`src/rtl/sm_divider.sv`:
```
// Sequential sign-magnitude restoring divider: 14-bit magnitude / 7-bit magnitude, one quotient bit per clock.
// Optional build macro SM_DIVIDER_EARLY_EXIT_EN finishes in the load cycle when |dividend| < |divisor|.
module sm_divider (
  input  logic        clock,
  input  logic        rst_n,
  input  logic        start,
  input  logic [14:0] dividend,
  input  logic [7:0]  divisor,
  output logic [13:0] quotient,
  output logic [6:0]  remainder,
  output logic [3:0]  sign,
  output logic        busy,
  output logic        done,
  output logic        dz
);

  typedef enum logic [1:0] {IDLE, RUN, DONE} state_t;

  localparam logic [3:0] SIGN_NEG = 4'b1010;
  localparam logic [3:0] SIGN_POS = 4'b1100;

  state_t      state_q;
  logic [13:0] q_q;
  logic [6:0]  d_q;
  logic [7:0]  r_q;
  logic [3:0]  cnt_q;
  logic [13:0] quot_q;
  logic [6:0]  rem_q;
  logic [3:0]  sign_q;
  logic        busy_q;
  logic        done_q;
  logic        dz_q;

  logic [7:0]  t_d;
  logic [7:0]  diff_d;
  logic        ge_d;
  logic [7:0]  r_d;
  logic [13:0] q_d;
  logic        start_ok;

  // One restoring step: shift the next dividend bit into the partial remainder and trial-subtract.
  always_comb begin
    t_d    = {r_q[6:0], q_q[13]};
    diff_d = t_d - {1'b0, d_q};
    ge_d   = (t_d >= {1'b0, d_q});
    r_d    = ge_d ? diff_d : t_d;
    q_d    = {q_q[12:0], ge_d};
  end

  assign start_ok = start && (state_q != RUN);

  always_ff @(posedge clock) begin
    if (!rst_n) begin
      state_q <= IDLE;
      q_q     <= '0;
      d_q     <= '0;
      r_q     <= '0;
      cnt_q   <= '0;
      quot_q  <= '0;
      rem_q   <= '0;
      sign_q  <= SIGN_POS;
      busy_q  <= 1'b0;
      done_q  <= 1'b0;
      dz_q    <= 1'b0;
    end else begin
      done_q <= 1'b0;
      case (state_q)
        IDLE, DONE: begin
          if (start_ok) begin
            q_q    <= dividend[13:0];
            d_q    <= divisor[6:0];
            r_q    <= '0;
            sign_q <= (dividend[14] ^ divisor[7]) ? SIGN_NEG : SIGN_POS;
            dz_q   <= 1'b0;
            if (divisor[6:0] == 7'd0) begin
              state_q <= DONE;
              quot_q  <= 14'h3FFF;
              rem_q   <= '0;
              dz_q    <= 1'b1;
              done_q  <= 1'b1;
`ifdef SM_DIVIDER_EARLY_EXIT_EN
            end else if (dividend[13:0] < {7'd0, divisor[6:0]}) begin
              // Quotient is trivially zero; the dividend itself is the remainder.
              state_q <= DONE;
              quot_q  <= '0;
              rem_q   <= dividend[6:0];
              done_q  <= 1'b1;
`endif
            end else begin
              state_q <= RUN;
              cnt_q   <= 4'd13;
              busy_q  <= 1'b1;
            end
          end else begin
            state_q <= IDLE;
          end
        end
        RUN: begin
          q_q <= q_d;
          r_q <= r_d;
          if (cnt_q == 4'd0) begin
            state_q <= DONE;
            quot_q  <= q_d;
            rem_q   <= r_d[6:0];
            busy_q  <= 1'b0;
            done_q  <= 1'b1;
          end else begin
            cnt_q <= cnt_q - 4'd1;
          end
        end
        default: state_q <= IDLE;
      endcase
    end
  end

  assign quotient  = quot_q;
  assign remainder = rem_q;
  assign sign      = sign_q;
  assign busy      = busy_q;
  assign done      = done_q;
  assign dz        = dz_q;

endmodule

```
`config.mk`:
```
export PLATFORM = sky130hd
export DESIGN_NAME = sm_divider
export DESIGN_NICKNAME = d
export VERILOG_FILES = /design/src/rtl/sm_divider.sv
export SDC_FILE = /design/constraint.sdc
export NUM_CORES = 1
export LEC_CHECK = 0
export ABC_AREA = 1
export CORE_UTILIZATION = 45
export DETAILED_ROUTE_END_ITERATION = 10
export GPL_TIMING_DRIVEN = 1
export PLACE_DENSITY = 0.79
export SYNTH_ARGS = -nofsm -noshare
export SYNTH_HDL_FRONTEND = slang
export SYNTH_SLANG_ARGS = --single-unit
```
`constraint.sdc`:
```
create_clock -name clock -period 2.3 [get_ports clock]
set_input_delay 0.345 -clock clock [delete_from_list [all_inputs] [get_ports clock]]
set_output_delay 0.345 -clock clock [all_outputs]
set_load 0.05 [all_outputs]
```
==> results of run 1 <==
## registers in the layout (all words and copies together) (netlist names)
name and flops:
d_q 7, dz 1, done 1, r_q 7
cnt_q 4, sign 2, busy 1, quotient 14
remainder 7, state_q 2, q_q 14
## cell usage in the layout, fill, tap and decap left out, types with 2 or more instances in the layout
| cell type | synthesis | layout |
|---|---|---|
| dfxtp_1 | 60 | 60 |
| inv_1 | 60 | 60 |
| a21oi_1 | 20 | 20 |
| a2111oi_0 | 4 | 4 |
| conb_1 | 2 | 2 |
| clkinv_1 | 3 | 3 |
| clkdlybuf4s50_1 | 0 | 51 |
| clkinv_2 | 0 | 3 |
| ha_1 | 8 | 8 |
| inv_2 | 3 | 3 |
| o21ai_0 | 23 | 23 |
| o221ai_1 | 2 | 2 |
| nand3_1 | 37 | 37 |
| a221oi_1 | 2 | 2 |
| nor2_1 | 34 | 34 |
| or2_2 | 5 | 5 |
| o21ai_1 | 4 | 4 |
| buf_4 | 3 | 7 |
| xor2_1 | 3 | 3 |
| clkbuf_8 | 0 | 9 |
| a211oi_1 | 2 | 2 |
| o21ai_2 | 3 | 3 |
| o211ai_2 | 5 | 5 |
| nand2_2 | 3 | 3 |
| o211ai_1 | 5 | 5 |
| nand4_1 | 11 | 11 |
| nor2_2 | 5 | 5 |
| nand2_1 | 61 | 61 |
## worst min-delay path, delay by kind of cell (launching register included)
family,cells,cell delay (ns)
DFF,1,0.30
buffers and inverters,1,0.07
AOI/OAI and AO/OA,1,0.06
## power groups by stage
stage	clock (mW)	combinational, mW	sequential, mW
CTS	0.916	0.899	1.21
global placement	0	0.867	1.23
detailed placement	0	0.887	1.23
finish	0.897	0.901	1.21
floorplan	0	0.516	1.37
global route	0.963	0.995	1.23
## worst paths after layout
kind / cells after the start / slack, ns / from / end
worst max-delay path: 12 / 0.30 / q_q[13] / remainder[5]
worst min-delay path: 2 / 0.46 / d_q[5] / d_q[5]
worst max register to register: 12 / 0.30 / q_q[13] / remainder[5]
worst min register to register: 2 / 0.46 / d_q[5] / d_q[5]
## area by class of cell
type / instances / area (um2) / area share (%)
Multi-Input combinational cell: 250 / 1390 / 37.8
Sequential cell: 60 / 1200 / 32.6
Timing Repair Buffer: 58 / 563 / 15.3
Inverter: 67 / 254 / 6.89
Clock buffer: 10 / 128 / 3.46
Tap cell: 77 / 96.3 / 2.61
Clock inverter: 5 / 53.8 / 1.46
## layer usage
metal	vias to the layer above	share of wire (%)	global-route usage, %
met5	-	0	0
met4	0	1.9	7.70
met3	12	4.8	6.26
met2	63	48	33.3
met1	1231	45	24.9
li1	1390	-	-
## kinds of logic (layout without fill, tap and decap cells)
group / count (synthesis) / in the layout / synth area share [%]
and+or+nand+nor: 162 / 162 / 25.1
buffers and inverters: 89 / 140 / 13.0
AOI/OAI and AO/OA: 74 / 74 / 16.4
DFF: 60 / 60 / 40.3
adders and majority gates: 9 / 9 / 4.03
xor gates and xnor gates: 3 / 3 / 0.881
other: 2 / 2 / 0.252
## through the flow
stage               util [%]  hold slack (ns)  power [mW]  cells
floorplan                  -            0.435        1.89    399
global placement        54.9            0.456        2.10    512
detailed placement      54.9            0.456        2.12    512
CTS                     57.8            0.465        3.03    527
global route            57.8            0.490        3.18    527
finish                  57.8            0.465        3.01    527
==> flow_metrics.py, run 1 <==
metrics = {
    "yosys": {
        "ys_async_sr_fraction_pct": 0,
        "ys_top_cells_by_count": "61 x nand2_1, 60 x dfxtp_1, 60 x inv_1, 37 x nand3_1, 34 x nor2_1",
        "synth_top_area_share_pct": 40.3,
        "yosysSeqAreaShare_pct": 40.3,
        "synth_cell_type_count": 42,
        "syn_avg_cell_area_um2": 7.48,
        "synthFlopType": "dfxtp_1",
        "syn_inst": 399,
        "yosys-top-cells-area": "dfxtp_1 40%, nand2_1 7.7%, inv_1 7.6%, nand3_1 6.2%, nor2_1 4.3%",
        "synth_most_common_cell": "nand2_1",
        "netlist_area_um2": 2980,
        "ys_seq_elements": 60,
        "synth.largest_area_cell": "dfxtp_1",
        "synth_enable_flop_cells": 0,
        "yosys_warnings": 0,
        "syn_nets": 434,
    },
    "critical_path": {
        "slowest_stage": "fa_1",
        "cp-start-kind": "flip-flop",
        "critPathMaxFanout": 9,
        "worst_ep_required_time_ns": 2.54,
        "worst_ep_arrival_time_ns": 2.24,
        "cpPeakStageDelay_ns": 0.43,
        "crit_family": "simple AND/OR/NAND/NOR gates",
        "path_buf_inv": 3,
        "crit_path_frequent_cell": "nand3_1",
        "end_kind": "flip-flop",
        "crit_chain": "inv_1, ha_1, inv_1, fa_1, nand3_1, nand3_1, nand2_2, nand2_2, nand3_1, nand3_1, nand2_1, inv_1",
        "worstSetupPathType": "reg -> reg",
    },
    "floorplanning": {
        "die_w_um": 83.4,
        "die_h_um": 83.4,
        "initial_core_util_pct": 46.7,
        "coreArea_um2": 6390,
        "die_area_um2": 6960,
        "placementRows": 29,
        "io_pins": 54,
    },
    "final_layout": {
        "drive_above_1_share_pct": 11.1,
        "final_area_um2": 3690,
        "fin_nets": 481,
        "diodes": 0,
        "num-fill-cells": 581,
        "area_growth_pct": 23.7,
    },
    "grt": {
        "grt_max_degree": 39,
        "antenna_found_initial": 0,
        "overflow": 0,
        "first_global_vias": 2619,
        "groute.usage.overall_pct": 20.3,
        "grt_pass1_wl_um": 11500,
    },
    "place": {
        "place_hpwl_um": 4680,
        "pre_cts_slack_ns": 0.206,
        "place.gp.congestion": 0.825,
        "place_area_um2": 3510,
        "io_buffers": 51,
    },
    "clock_network": {
        "cts_tree": "done",
        "cts_buffer_depth": 2,
        "clkSinkCount": 60,
        "clockRootBuffer": "clkbuf_8",
        "clk_pin_slew_worst_paths_ns": 0.07,
        "post_cts_resized": 0,
        "cts_hold_buf": 0,
        "numCtsBuffers": 9,
        "clk_latency_ns": 0.34,
        "cts_max_level": 3,
        "post-cts-setup-buffers": 0,
    },
    "route": {
        "wire_per_inst_um": 12.6,
        "num_vias": 2696,
        "drc": 0,
        "ant_nets": 0,
        "firstDrtPassIters": 4,
        "wirelength_um": 6660,
        "routed_via_density": 5.12,
        "drtIter0Drc": 118,
    },
    "timing": {
        "final_max_slew_viol_count": 0,
        "rsz0062_at_grt": "false",
        "fin_crit_sh_pct": 86.9,
        "maxSlewHeadroom_pct": 65.9,
        "setup_viol": 0,
        "worst_pin_slew_ns": 0.510,
        "hold_viol_final": 0,
        "skew_ns": 0.00635,
        "fin_crit_ns": 2.00,
        "fmax_ghz": 0.500,
        "worst_slack_ns": 0.301,
        "fin_tns_setup_ns": 0,
    },
    "power": {
        "switching_power_mw": 1.06,
        "pwr-share-comb_pct": 29.9,
        "p_int_mw": 1.96,
        "pwr-share-seq_pct": 40.3,
        "p_per_area_nw_per_um2": 817,
        "worst_ir_drop_vdd_uv": 574,
        "clockPowerShare_pct": 29.8,
        "leakagePower_nw": 1.73,
        "swShare_pct": 35.0,
    },
    "worst_hold_path": {
        "hp-class": "reg -> reg",
    },
    "job": {
        "drv_cap": 0,
    },
    "status": {
        "outcome": "completed",
    },
}
Note: power is estimated with default switching activity, not from simulation.
==> run 2: changes to the inputs <==
- clock period: 2.3 -> 1.9 ns (I/O delays scaled with it)
==> run 2 against run 1 <==
Net effect: via count grew 4.0%; utilization rose by 3.4 points; non-clock buffer count grew 9; total power rose by 32%; worst hold slack barely moved; fmax rose by 11%; critical path type unchanged.
==> flow_metrics.py, run 2 (synthesized netlist as in run 1, its figures left out) <==
metrics = {
    "status": {
        "outcome": "completed",
    },
    "timing": {
        "maxSlewHeadroom_pct": 66.4,
        "fmax_ghz": 0.553,
        "final_max_slew_viol_count": 0,
        "setup_viol": 0,
        "fin_crit_sh_pct": 95.2,
        "worst_pin_slew_ns": 0.503,
        "fin_crit_ns": 1.81,
        "fin_tns_setup_ns": 0,
        "skew_ns": 0.00841,
        "hold_viol_final": 0,
    },
    "final_layout": {
        "final_common_cell": "nand2_1",
        "stdcell_count": 537,
        "area_growth_pct": 31.0,
        "drive_above_1_share_pct": 15.4,
        "final_area_um2": 3910,
        "diodes": 0,
        "final_util_pct": 61.2,
        "final_cell_mix": "60 x nand2_1, 59 x dfxtp_1, 58 x inv_1",
        "fin_nets": 490,
        "num-fill-cells": 558,
    },
    "route": {
        "num_vias": 2803,
        "routed_via_density": 5.22,
        "ant_nets": 0,
        "firstDrtPassIters": 4,
        "wire_per_inst_um": 13.4,
        "drtIter0Drc": 148,
        "wirelength_um": 7180,
        "drc": 0,
    },
    "floorplanning": {
        "coreArea_um2": 6390,
        "initial_core_util_pct": 46.7,
        "placementRows": 29,
        "die_w_um": 83.4,
        "io_pins": 54,
        "die_area_um2": 6960,
        "die_h_um": 83.4,
    },
    "critical_path": {
        "cp-start-kind": "flip-flop",
        "worst_ep_required_time_ns": 2.19,
        "crit_chain": "ha_4, inv_2, fa_2, nand3_2, nand3_2, nand2_4, buf_6, nand4_1, nand3_1, nand2_1, inv_1",
        "crit_cells": 11,
        "rr_startpoint": "d_q[0]",
        "r2r_slack_ns": 0.09,
        "slowest_stage": "fa_2",
        "critPathMaxFanout": 4,
        "reg2reg_to": "r_q[2]",
        "crit_start": "d_q[0]",
        "rr_worst_depth": 11,
        "path_buf_inv": 3,
        "worst_ep_arrival_time_ns": 2.10,
        "crit_path_frequent_cell": "nand3_2",
        "crit_family": "simple AND/OR/NAND/NOR gates",
        "worstSetupPathType": "reg -> reg",
        "end_kind": "flip-flop",
        "cpPeakStageDelay_ns": 0.40,
    },
    "clock_network": {
        "clockRootBuffer": "clkbuf_8",
        "cts_hold_buf": 0,
        "cts_tree": "done",
        "numCtsBuffers": 9,
        "clkSinkCount": 60,
        "cts_buffer_depth": 2,
        "clk_pin_slew_worst_paths_ns": 0.07,
        "cts_max_level": 3,
        "clk_latency_ns": 0.34,
    },
    "place": {
        "place_hpwl_um": 5060,
        "place_area_um2": 3610,
        "io_buffers": 51,
        "dp.cells": 519,
        "place.gp.congestion": 0.803,
    },
    "worst_hold_path": {
        "hold_depth": 2,
        "hp-class": "reg -> reg",
        "hold_end": "d_q[3]",
        "min-delay-start": "d_q[3]",
    },
    "grt": {
        "overflow": 0,
        "groute.usage.overall_pct": 21.1,
        "grt_pass1_wl_um": 11800,
        "antenna_found_initial": 0,
        "first_global_vias": 2650,
        "grt_max_degree": 47,
    },
    "power": {
        "power_mw": 3.98,
        "p_per_area_nw_per_um2": 1020,
        "worst_ir_drop_vdd_uv": 639,
        "leakagePower_nw": 1.81,
    },
    "job": {
        "drv_cap": 0,
    },
}
## run 2: cell types whose count changed in the layout (fill, tap and decap cells not counted), sizes merged
cell,previous run,this run
clkinvlp,0,1
buf,7,16
clkbuf,10,12
bufinv,1,2
clkinv,7,4
## run 2: final cells by class
| class | count | area, um2 | area share (%) |
|---|---|---|---|
| clock buffer | 12 | 145 | 3.72 |
| clock inverter | 4 | 72.6 | 1.86 |
| inverter | 67 | 254 | 6.50 |
| multi-input combinational | 250 | 1450 | 37.2 |
| sequential | 60 | 1200 | 30.8 |
| tap | 77 | 96.3 | 2.47 |
| timing repair buffer | 67 | 684 | 17.5 |
## run 2: worst reg2reg max path, delay by kind of cell, from the launching register on
kind / cells / cell delay (ns)
buffers and inverters: 3 / 0.22
adder cells (fa/ha/maj): 2 / 0.54
flip-flops: 1 / 0.38
AND/OR/NAND/NOR: 6 / 0.62
## run 2: layer usage
metal,vias to the layer above,global-route usage [%],wire length (um)
li1,1414,-,-
met5,-,0,0
met3,18,5.77,409
met4,0,8.63,156
met1,1288,24.7,3020
met2,83,36.4,3590
## run 2: worst max path at each step
stage / endpoint / slack (ns)
finish: r_q[2] / 0.09
global route: remainder[2] / -0.02
CTS: remainder[0] / 0.04
detailed placement: remainder[0] / 0.01
global placement: remainder[0] / 0.06
floorplan: r_q[0] / 0.17
## run 2: per-stage QoR
stage	hold WS, ns	worst slack [ns]
2_1_floorplan	0.435	0.166
3_3_place_gp	0.455	0.0591
3_5_place_dp	0.456	0.0149
4_1_cts	0.465	0.0377
5_1_grt	0.492	-0.0244
6_report	0.465	0.0919
## run 2: repair_timing
| item | 4_1_cts | 5_1_grt |
|---|---|---|
| resized for setup | 0 | 16 |
| pin swaps | 0 | 6 |
| setup endpoints to repair | 1 | 16 |
| buffers inserted | 1 | 1 |
## run 2: power breakdown
part	switching [mW]	total [mW]	leakage (nW)	internal (mW)
Combinational	0.760	1.24	1.21	0.482
Sequential	0.0793	1.47	0.493	1.39
Clock	0.497	1.27	0.107	0.773
